===== config.mk =====
export PLATFORM = sky130hd
export DESIGN_NAME = mem_arbiter
export DESIGN_NICKNAME = d
export VERILOG_FILES = /design/src/rtl/mem_pkg.sv /design/src/rtl/mem_arbiter_rr_pick.sv /design/src/rtl/register.sv /design/src/rtl/mem_arbiter.sv
export SDC_FILE = /design/constraint.sdc
export NUM_CORES = 1
export LEC_CHECK = 0
export ABC_AREA = 1
export CAP_MARGIN = 25
export CORE_AREA = 8 8 409 411
export CTS_CLUSTER_DIAMETER = 200
export DETAILED_ROUTE_END_ITERATION = 10
export DIE_AREA = 0 0 417 419
export HOLD_SLACK_MARGIN = 0.06
export SYNTH_ARGS = -nofsm -noshare
export SYNTH_HDL_FRONTEND = slang
export SYNTH_SLANG_ARGS = --single-unit

===== constraint.sdc =====
create_clock -name clk -period 3.5 [get_ports clk]
set_clock_uncertainty 0.2 [all_clocks]
set_input_delay 0.35 -clock clk [delete_from_list [all_inputs] [get_ports clk]]
set_output_delay 0.35 -clock clk [all_outputs]
set_load 0.005 [all_outputs]

===== src/rtl/mem_pkg.sv =====
// Shared types and default sizes for the cache-to-memory arbiter.
// Owner encoding doubles as the round-robin "last owner" value.
package mem_pkg;

    localparam int ADDR_WIDTH       = 16;
    localparam int LINE_WIDTH       = 256;
    localparam int LINE_OFFSET_BITS = 4;

    typedef enum logic [1:0] {
        ST_IDLE = 2'd0,
        ST_BUSY = 2'd1,
        ST_RESP = 2'd2,
        ST_TURN = 2'd3
    } state_t;

    typedef enum logic {
        OWN_I = 1'b0,
        OWN_D = 1'b1
    } owner_t;

endpackage


===== src/rtl/mem_arbiter_rr_pick.sv =====
// Two-requester round-robin chooser: a lone petition wins outright,
// a tie goes to whoever was not served last.
module rr_pick
    import mem_pkg::*;
(
    input  logic iPetition,
    input  logic dPetition,
    input  logic lastOwner,
    output logic grant,
    output logic owner
);

    logic w_tie;

    assign w_tie = iPetition && dPetition;
    assign grant = iPetition || dPetition;
    assign owner = w_tie ? ~lastOwner : (dPetition ? OWN_D : OWN_I);

endmodule


===== src/rtl/register.sv =====
// Generic enabled register with asynchronous active-low clear to zero.
module register #(
    parameter int WIDTH = 1
) (
    input  logic             clk,
    input  logic             reset,
    input  logic             i_en,
    input  logic [WIDTH-1:0] i_d,
    output logic [WIDTH-1:0] o_q
);

    always_ff @(posedge clk or negedge reset) begin
        if (!reset) begin
            o_q <= '0;
        end else if (i_en) begin
            o_q <= i_d;
        end
    end

endmodule


===== src/rtl/mem_arbiter.sv =====
// Serialises instruction/data cache line transfers onto one req/ack memory port
// and returns the line with a one-cycle service pulse to the winning cache.
//
//   state | meaning
//   IDLE  | sample petitions, grant and latch the request
//   BUSY  | memReq held until memAck; read data captured on ack
//   RESP  | one-cycle ServiceReady pulse to the owner
//   TURN  | dead cycle so the served cache can drop its petition
module mem_arbiter
    import mem_pkg::*;
#(
    parameter int addr_width       = ADDR_WIDTH,
    parameter int cache_line_width = LINE_WIDTH,
    parameter int line_offset_bits = LINE_OFFSET_BITS
) (
    input  logic                        clk,
    input  logic                        reset,
    input  logic                        iPetition,
    input  logic [addr_width-1:0]       iAddr,
    output logic                        iServiceReady,
    input  logic                        dPetition,
    input  logic [addr_width-1:0]       dAddr,
    input  logic                        dWe,
    input  logic [cache_line_width-1:0] dWData,
    output logic                        dServiceReady,
    output logic [cache_line_width-1:0] lineToCache,
    output logic                        memReq,
    output logic [addr_width-1:0]       memAddr,
    output logic                        memWe,
    output logic [cache_line_width-1:0] memWData,
    input  logic                        memAck,
    input  logic [cache_line_width-1:0] memRData
);

    state_t r_state;
    state_t w_next;

    logic                        w_grant;
    logic                        w_pick_owner;
    logic                        w_take;
    logic                        w_capture;
    logic                        w_we_in;
    logic [addr_width-1:0]       w_addr_in;
    logic [addr_width-1:0]       w_addr_mask;
    logic                        r_owner;
    logic                        r_we;
    logic [addr_width-1:0]       r_addr;
    logic [cache_line_width-1:0] r_wdata;
    logic [cache_line_width-1:0] r_line;

    // The latched owner is also the round-robin history; it clears to I.
    rr_pick u_pick (
        .iPetition (iPetition),
        .dPetition (dPetition),
        .lastOwner (r_owner),
        .grant     (w_grant),
        .owner     (w_pick_owner)
    );

    assign w_take      = (r_state == ST_IDLE) && w_grant;
    assign w_capture   = (r_state == ST_BUSY) && memAck && !r_we;
    assign w_we_in     = (w_pick_owner == OWN_D) && dWe;
    assign w_addr_in   = (w_pick_owner == OWN_D) ? dAddr : iAddr;
    assign w_addr_mask = {{(addr_width - line_offset_bits){1'b1}}, {line_offset_bits{1'b0}}};

    register #(.WIDTH(1)) u_owner (
        .clk(clk), .reset(reset), .i_en(w_take), .i_d(w_pick_owner), .o_q(r_owner)
    );

    register #(.WIDTH(1)) u_we (
        .clk(clk), .reset(reset), .i_en(w_take), .i_d(w_we_in), .o_q(r_we)
    );

    register #(.WIDTH(addr_width)) u_addr (
        .clk(clk), .reset(reset), .i_en(w_take), .i_d(w_addr_in), .o_q(r_addr)
    );

    register #(.WIDTH(cache_line_width)) u_wdata (
        .clk(clk), .reset(reset), .i_en(w_take), .i_d(dWData), .o_q(r_wdata)
    );

    register #(.WIDTH(cache_line_width)) u_line (
        .clk(clk), .reset(reset), .i_en(w_capture), .i_d(memRData), .o_q(r_line)
    );

    always_ff @(posedge clk or negedge reset) begin
        if (!reset) begin
            r_state <= ST_IDLE;
        end else begin
            r_state <= w_next;
        end
    end

    always_comb begin
        w_next = r_state;
        case (r_state)
            ST_IDLE: if (w_grant) w_next = ST_BUSY;
            ST_BUSY: if (memAck)  w_next = ST_RESP;
            ST_RESP: w_next = ST_TURN;
            ST_TURN: w_next = ST_IDLE;
            default: w_next = ST_IDLE;
        endcase
    end

    assign memReq        = (r_state == ST_BUSY);
    assign memAddr       = r_addr & w_addr_mask;
    assign memWe         = r_we;
    assign memWData      = r_wdata;
    assign lineToCache   = r_line;
    assign iServiceReady = (r_state == ST_RESP) && (r_owner == OWN_I);
    assign dServiceReady = (r_state == ST_RESP) && (r_owner == OWN_D);

endmodule


==> impl_metrics.py, run 1 <==
metrics = {
    "run_status": {
        "status": "completed",
    },
    "worst_setup_path": {
        "crit_path_end_kind": "output port",
        "cpMostUsedCell": "inv_1",
        "r2r_end": "u_addr.o_q[14]",
        "r2r_start": "r_state[1]",
        "rr_worst_depth": 8,
        "crit_fanout": 3,
        "r2r_slack_ns": 1.08,
        "cpPeakStageDelay_ns": 0.53,
        "crit_path_start_kind": "flip-flop",
        "cp.arrival_ns": 2.04,
        "path_class": "flip-flop to output port",
        "path_cells": "inv_1 -> ha_1 -> inv_1 -> nor2_1 -> clkdlybuf4s50_1",
        "cp.required_ns": 2.95,
        "slowest_stage": "clkdlybuf4s50_1",
    },
    "timing": {
        "setup_violations": 0,
        "drv_slew": 0,
        "max_slew_margin_pct": 48.7,
        "worst_pin_slew_ns": 0.770,
        "hold_viol": 0,
        "worst_hold_slack_ns": 0.106,
        "timing.fmax_mhz": 387,
        "rsz0062_at_grt": "false",
        "min_period_ns": 2.59,
        "tns_ns": 0,
        "period_share_pct": 73.9,
        "setup_ws_ns": 0.913,
    },
    "clock_tree": {
        "clkLatencyLatePin_ns": 0.66,
        "cts_tree": "done",
        "cts_made_buffers": 68,
        "cts-root-buf": "clkbuf_16",
        "clockBufferDepth": 3,
        "htreeDepth": 3,
        "post_cts_buffers": 0,
        "clkTransAtPathRegs_ns": 0.06,
        "cts_num_sinks": 528,
    },
    "grt": {
        "grt_first_pass_wirelength_um": 167000,
        "overflow": 0,
        "first_global_vias": 21800,
        "antenna_found_initial": 71,
        "track_usage_pct": 13.3,
        "grt_max_degree": 131,
    },
    "synthesis": {
        "synth_top_family_by_area": "simple AND/OR/NAND/NOR gates",
        "netlist_area_um2": 20400,
        "synthXorXnorAreaFrac_pct": 0,
        "synth_simple_gate_area_share_pct": 20.6,
        "syn_inst": 2304,
        "yosys_warnings": 0,
        "synth.area.mux_share_pct": 0,
        "synth_compound_area_share_pct": 6.36,
        "syn_area_per_cell_um2": 8.85,
        "synth.distinct_cells": 16,
        "synthAdderAreaFrac_pct": 0.245,
        "synth_seq_cells": 528,
        "yosysSeqAreaShare_pct": 64.8,
    },
    "floorplanning": {
        "rows": 148,
        "start_util_pct": 12.6,
        "core-area_um2": 161000,
        "ioPinCount": 1082,
        "die_h_um": 419,
        "fp.dieW_um": 417,
        "die_area_um2": 175000,
    },
    "cells_and_area": {
        "layout-drive-gt1-share_pct": 4.39,
        "nNetsFinal": 4329,
        "area_growth_pct": 97.8,
        "stdcell_area_um2": 40300,
    },
    "route": {
        "wl_per_cell_um": 20.3,
        "drt-total-wl_um": 123000,
        "antenna_left": 0,
        "viasPerCell": 3.48,
        "vias": 21000,
        "dr.pass1.iters": 6,
        "drc": 0,
        "drt_iter0_markers": 1749,
    },
    "pwr": {
        "p_int_mw": 20.8,
        "total_power_mw": 32.0,
        "powerDensity_nw_per_um2": 794,
        "vdd_drop_max_uv": 455,
        "p_sw_share_pct": 35.0,
        "p_sw_mw": 11.2,
        "power_frac_seq_pct": 33.6,
        "p_leak_nw": 18.8,
        "comb_power_share_pct": 43.0,
        "clkPwrFrac_pct": 23.3,
    },
    "place": {
        "globalplace.congestion": 0.925,
        "place_area_um2": 34000,
        "dp_hpwl_um": 97300,
        "preCtsSetupSlack_ns": 0.965,
        "port_buffers": 1069,
    },
    "job": {
        "cap_viol_max_count": 0,
    },
    "hold_path": {
        "hold_path.class": "primary input to async pin",
    },
}
==> Yosys cell counts (all sizes together) <==
| master | n | share of area (%) |
|---|---|---|
| nor2 | 3 | 0.092 |
| inv | 286 | 5.3 |
| ha | 4 | 0.25 |
| conb | 1 | 0.018 |
| or2 | 1 | 0.031 |
| nand3 | 27 | 0.66 |
| clkbuf | 48 | 0.88 |
| o21ai | 259 | 6.4 |
| nand2 | 1072 | 20 |
| buf | 74 | 1.9 |
| nand3b | 1 | 0.037 |
| dfrtp | 528 | 65 |
==> power by group through the flow <==
stage                     combinational (mW)  clock [mW]  sequential (mW)
after floorplan                         3.95           0             10.8
after global placement                  13.5           0             10.7
after detailed placement                13.6           0             10.8
after CTS                               14.1        7.79             10.7
after global routing                    15.1        7.99             11.1
final                                   13.8        7.48             10.8
==> layout by cell type (no fill, tap or decap), types with 21 or more instances in the layout <==
master,Yosys,routed
o21ai_0,258,258
clkbuf_16,0,69
inv_1,286,286
clkdlybuf4s50_1,0,1068
buf_4,8,35
nand3_1,27,27
dlygate4sd3_1,0,395
nand2_1,1072,1072
diode_2,0,31
buf_12,0,21
dfrtp_1,528,528
==> layer usage <==
metal  vias to the layer above  routed length (um)  track usage (%)
li1                       9891                   -                -
met1                     10000               45700             15.1
met2                       855               60100             22.0
met3                       221               11500             5.09
met4                         6                5220             6.65
met5                         -                  34                0
==> what timing repair did <==
| action | CTS | global route |
|---|---|---|
| hold buffers | 395 | 0 |
| endpoints found under the hold margin | 620 | 0 |
| gates resized for setup | 0 | 0 |
==> state kept, by name (all words and copies together), names as in the netlist <==
name         cells
u_line.o_q     256
u_addr.o_q      12
u_wdata.o_q    256
u_owner.o_q      1
r_state          2
u_we.o_q         1
==> per-stage QoR <==
step | utilization (%) | cells
2_1_floorplan | - | 2307
4_1_cts | 25.0 | 6004
3_5_place_dp | 21.1 | 5485
6_report | 25.0 | 6035
3_3_place_gp | 21.1 | 5485
5_1_grt | 25.0 | 6034
==> worst max-delay path by stage <==
stage	start	to	cells after the start
finish	r_state[0]	iServiceReady	5
global route	r_state[0]	dServiceReady	5
CTS	r_state[0]	iServiceReady	5
detailed placement	dPetition	u_wdata.o_q[29]	7
global placement	dPetition	u_wdata.o_q[209]	7
floorplan	r_state[1]	u_line.o_q[235]	6
==> area by class of cell <==
type	count	area [um^2]
fill	17100	121000
timing repair buffer	1520	15300
sequential	528	13200
multi-input combinational	1371	5560
tap	2175	2720
clock buffer	96	1940
inverter	286	1070
clock inverter	28	410
antenna	31	77.6
==> worst max-delay path, delay by kind of cell, from the launching register on <==
kind / cells / cell delay, ns
buffers and inverters: 3 / 0.69
and+or+nand+nor: 1 / 0.08
DFF: 1 / 0.41
adders and majority gates: 1 / 0.20
==> cells by family after synthesis <==
kind of cell | after synthesis
DFF | 528
adders and majority gates | 4
AOI/OAI and AO/OA | 259
and+or+nand+nor | 1104
buffers and inverters | 408
other | 1
(Power assumes the default switching activity.)
==> run 2: changes to the inputs <==
clock period = 2.66 ns   (was 3.5 ns; I/O delays follow)
==> impl_metrics.py, run 2 (synthesized netlist as in run 1, its figures left out) <==
metrics = {
    "run_status": {
        "status": "completed",
    },
    "route": {
        "wl_per_cell_um": 20.2,
        "top_layer_used": "met5",
        "wl_met2_um": 62500,
        "antenna_left": 0,
        "wl_met3_um": 10200,
        "drc": 0,
        "viasPerCell": 3.54,
        "dr.pass1.iters": 6,
        "vias": 21600,
        "wirelength_met1_um": 47200,
        "drt_iter0_markers": 1760,
        "drt-total-wl_um": 123000,
    },
    "cells_and_area": {
        "area_growth_pct": 102,
        "mostFrequentLayoutCell": "nand2_1",
        "final_cell_mix": "1072 x nand2_1, 1068 x clkdlybuf4s50_1, 528 x dfrtp_1, 475 x dlygate4sd3_1, 286 x inv_1",
        "layout-drive-gt1-share_pct": 4.37,
        "reg.largest.list": "u_line.o_q x256, u_wdata.o_q x256, u_addr.o_q x12",
        "final_cells": 6107,
        "nNetsFinal": 4418,
        "stdcell_area_um2": 41100,
    },
    "floorplanning": {
        "die_area_um2": 175000,
        "rows": 148,
        "fp.dieW_um": 417,
        "start_util_pct": 12.6,
        "core-area_um2": 161000,
        "ioPinCount": 1082,
        "die_h_um": 419,
    },
    "place": {
        "dpl.cell_count": 5493,
        "dp_hpwl_um": 97800,
        "port_buffers": 1069,
        "globalplace.congestion": 0.927,
        "place_area_um2": 34000,
    },
    "clock_tree": {
        "cts_num_sinks": 528,
        "cts_made_buffers": 68,
        "clkLatencyLatePin_ns": 0.65,
        "cts_tree": "done",
        "clockBufferDepth": 3,
        "cts_resized": 0,
        "cts-root-buf": "clkbuf_16",
        "post_cts_buffers": 0,
        "clkTransAtPathRegs_ns": 0.06,
        "cts_hold_buf": 476,
        "htreeDepth": 3,
    },
    "timing": {
        "worst_hold_slack_ns": 0.0849,
        "worst_pin_slew_ns": 0.603,
        "setup_violations": 0,
        "period_share_pct": 94.4,
        "min_period_ns": 2.51,
        "max_slew_margin_pct": 59.8,
        "timing.fmax_mhz": 398,
        "tns_ns": 0,
        "rsz0062_at_grt": "false",
        "drv_slew": 0,
        "hold_viol": 0,
    },
    "worst_setup_path": {
        "crit_fanout": 3,
        "crit_path_end_kind": "output port",
        "path_buf_inv": 3,
        "cp_top_family": "buffers and inverters",
        "path_cells": "inv_1 -> ha_1 -> inv_1 -> nor2_1 -> clkdlybuf4s50_1",
        "crit_path_start_kind": "flip-flop",
        "cp.arrival_ns": 2.05,
        "path_class": "flip-flop to output port",
        "cpPeakStageDelay_ns": 0.53,
        "cpMostUsedCell": "inv_1",
        "cp.required_ns": 2.19,
        "slowest_stage": "clkdlybuf4s50_1",
    },
    "pwr": {
        "total_power_mw": 42.0,
        "vdd_drop_max_uv": 704,
        "p_leak_nw": 19.1,
        "powerDensity_nw_per_um2": 1020,
    },
    "job": {
        "cap_viol_max_count": 0,
    },
    "hold_path": {
        "hold_path.class": "primary input to flip-flop",
    },
    "grt": {
        "track_usage_pct": 13.4,
        "grt_max_degree": 117,
        "grt_first_pass_wirelength_um": 170000,
        "overflow": 0,
        "first_global_vias": 22600,
        "antenna_found_initial": 39,
    },
}
-- run 2: cell count changes in the layout (fill, tap and decap cells not counted), sizes merged --
cell         previous run  this run
buf                    57        66
bufinv                  7         3
clkbuf                 96       100
clkinv                 13         7
clkinvlp                1         4
diode                  31        18
dlygate4sd3           395       475
inv                   293       292
-- run 2: final timing paths --
check	startpoint	endpoint	slack, ns	cells after the start
setup / recovery	r_state[0]	iServiceReady	0.15	5
max in group asynchronous	reset	u_wdata.o_q[14]	1.56	3
hold reg to reg	u_wdata.o_q[153]	u_wdata.o_q[153]	0.28	2
setup reg to reg	r_state[0]	u_addr.o_q[14]	0.17	8
hold / removal	dWData[143]	u_wdata.o_q[143]	0.08	3
min in group asynchronous	reset	u_addr.o_q[4]	0.20	3
-- run 2: metal layers --
metal,vias up,global-route usage [%]
li1,10000,-
met1,10500,15.5
met2,901,23.4
met3,193,4.45
met4,4,4.29
met5,-,0
-- run 2: worst register-to-register path, stage by stage (launching register included) --
cell	delay [ns]
dfrtp_1	0.40
inv_1	0.12
ha_1	0.25
inv_1	0.10
nor2_4	0.18
buf_12	0.37
nand3_1	0.18
dlygate4sd3_1	0.58
nand2_1	0.06
-- run 2: through the flow --
step	setup WS, ns	utilization (%)
6_report	0.148	25.5
5_1_grt	0.0119	25.5
4_1_cts	0.0152	25.4
3_5_place_dp	0.352	21.1
3_3_place_gp	0.371	21.1
2_1_floorplan	0.957	-
-- run 2: layout make-up --
cell class | instances | area, um^2
antenna | 18 | 45.0
inverter | 286 | 1070
clock inverter | 20 | 267
timing repair buffer | 1609 | 16200
sequential | 528 | 13200
fill | 17100 | 120000
tap | 2175 | 2720
multi-input combinational | 1371 | 5560
clock buffer | 100 | 1970
-- run 2: power by group --
group | internal, mW | leakage [nW] | switching (mW)
combinational | 9.81 | 11.5 | 8.51
sequential | 11.9 | 6.56 | 2.39
clock | 5.49 | 1.08 | 3.94
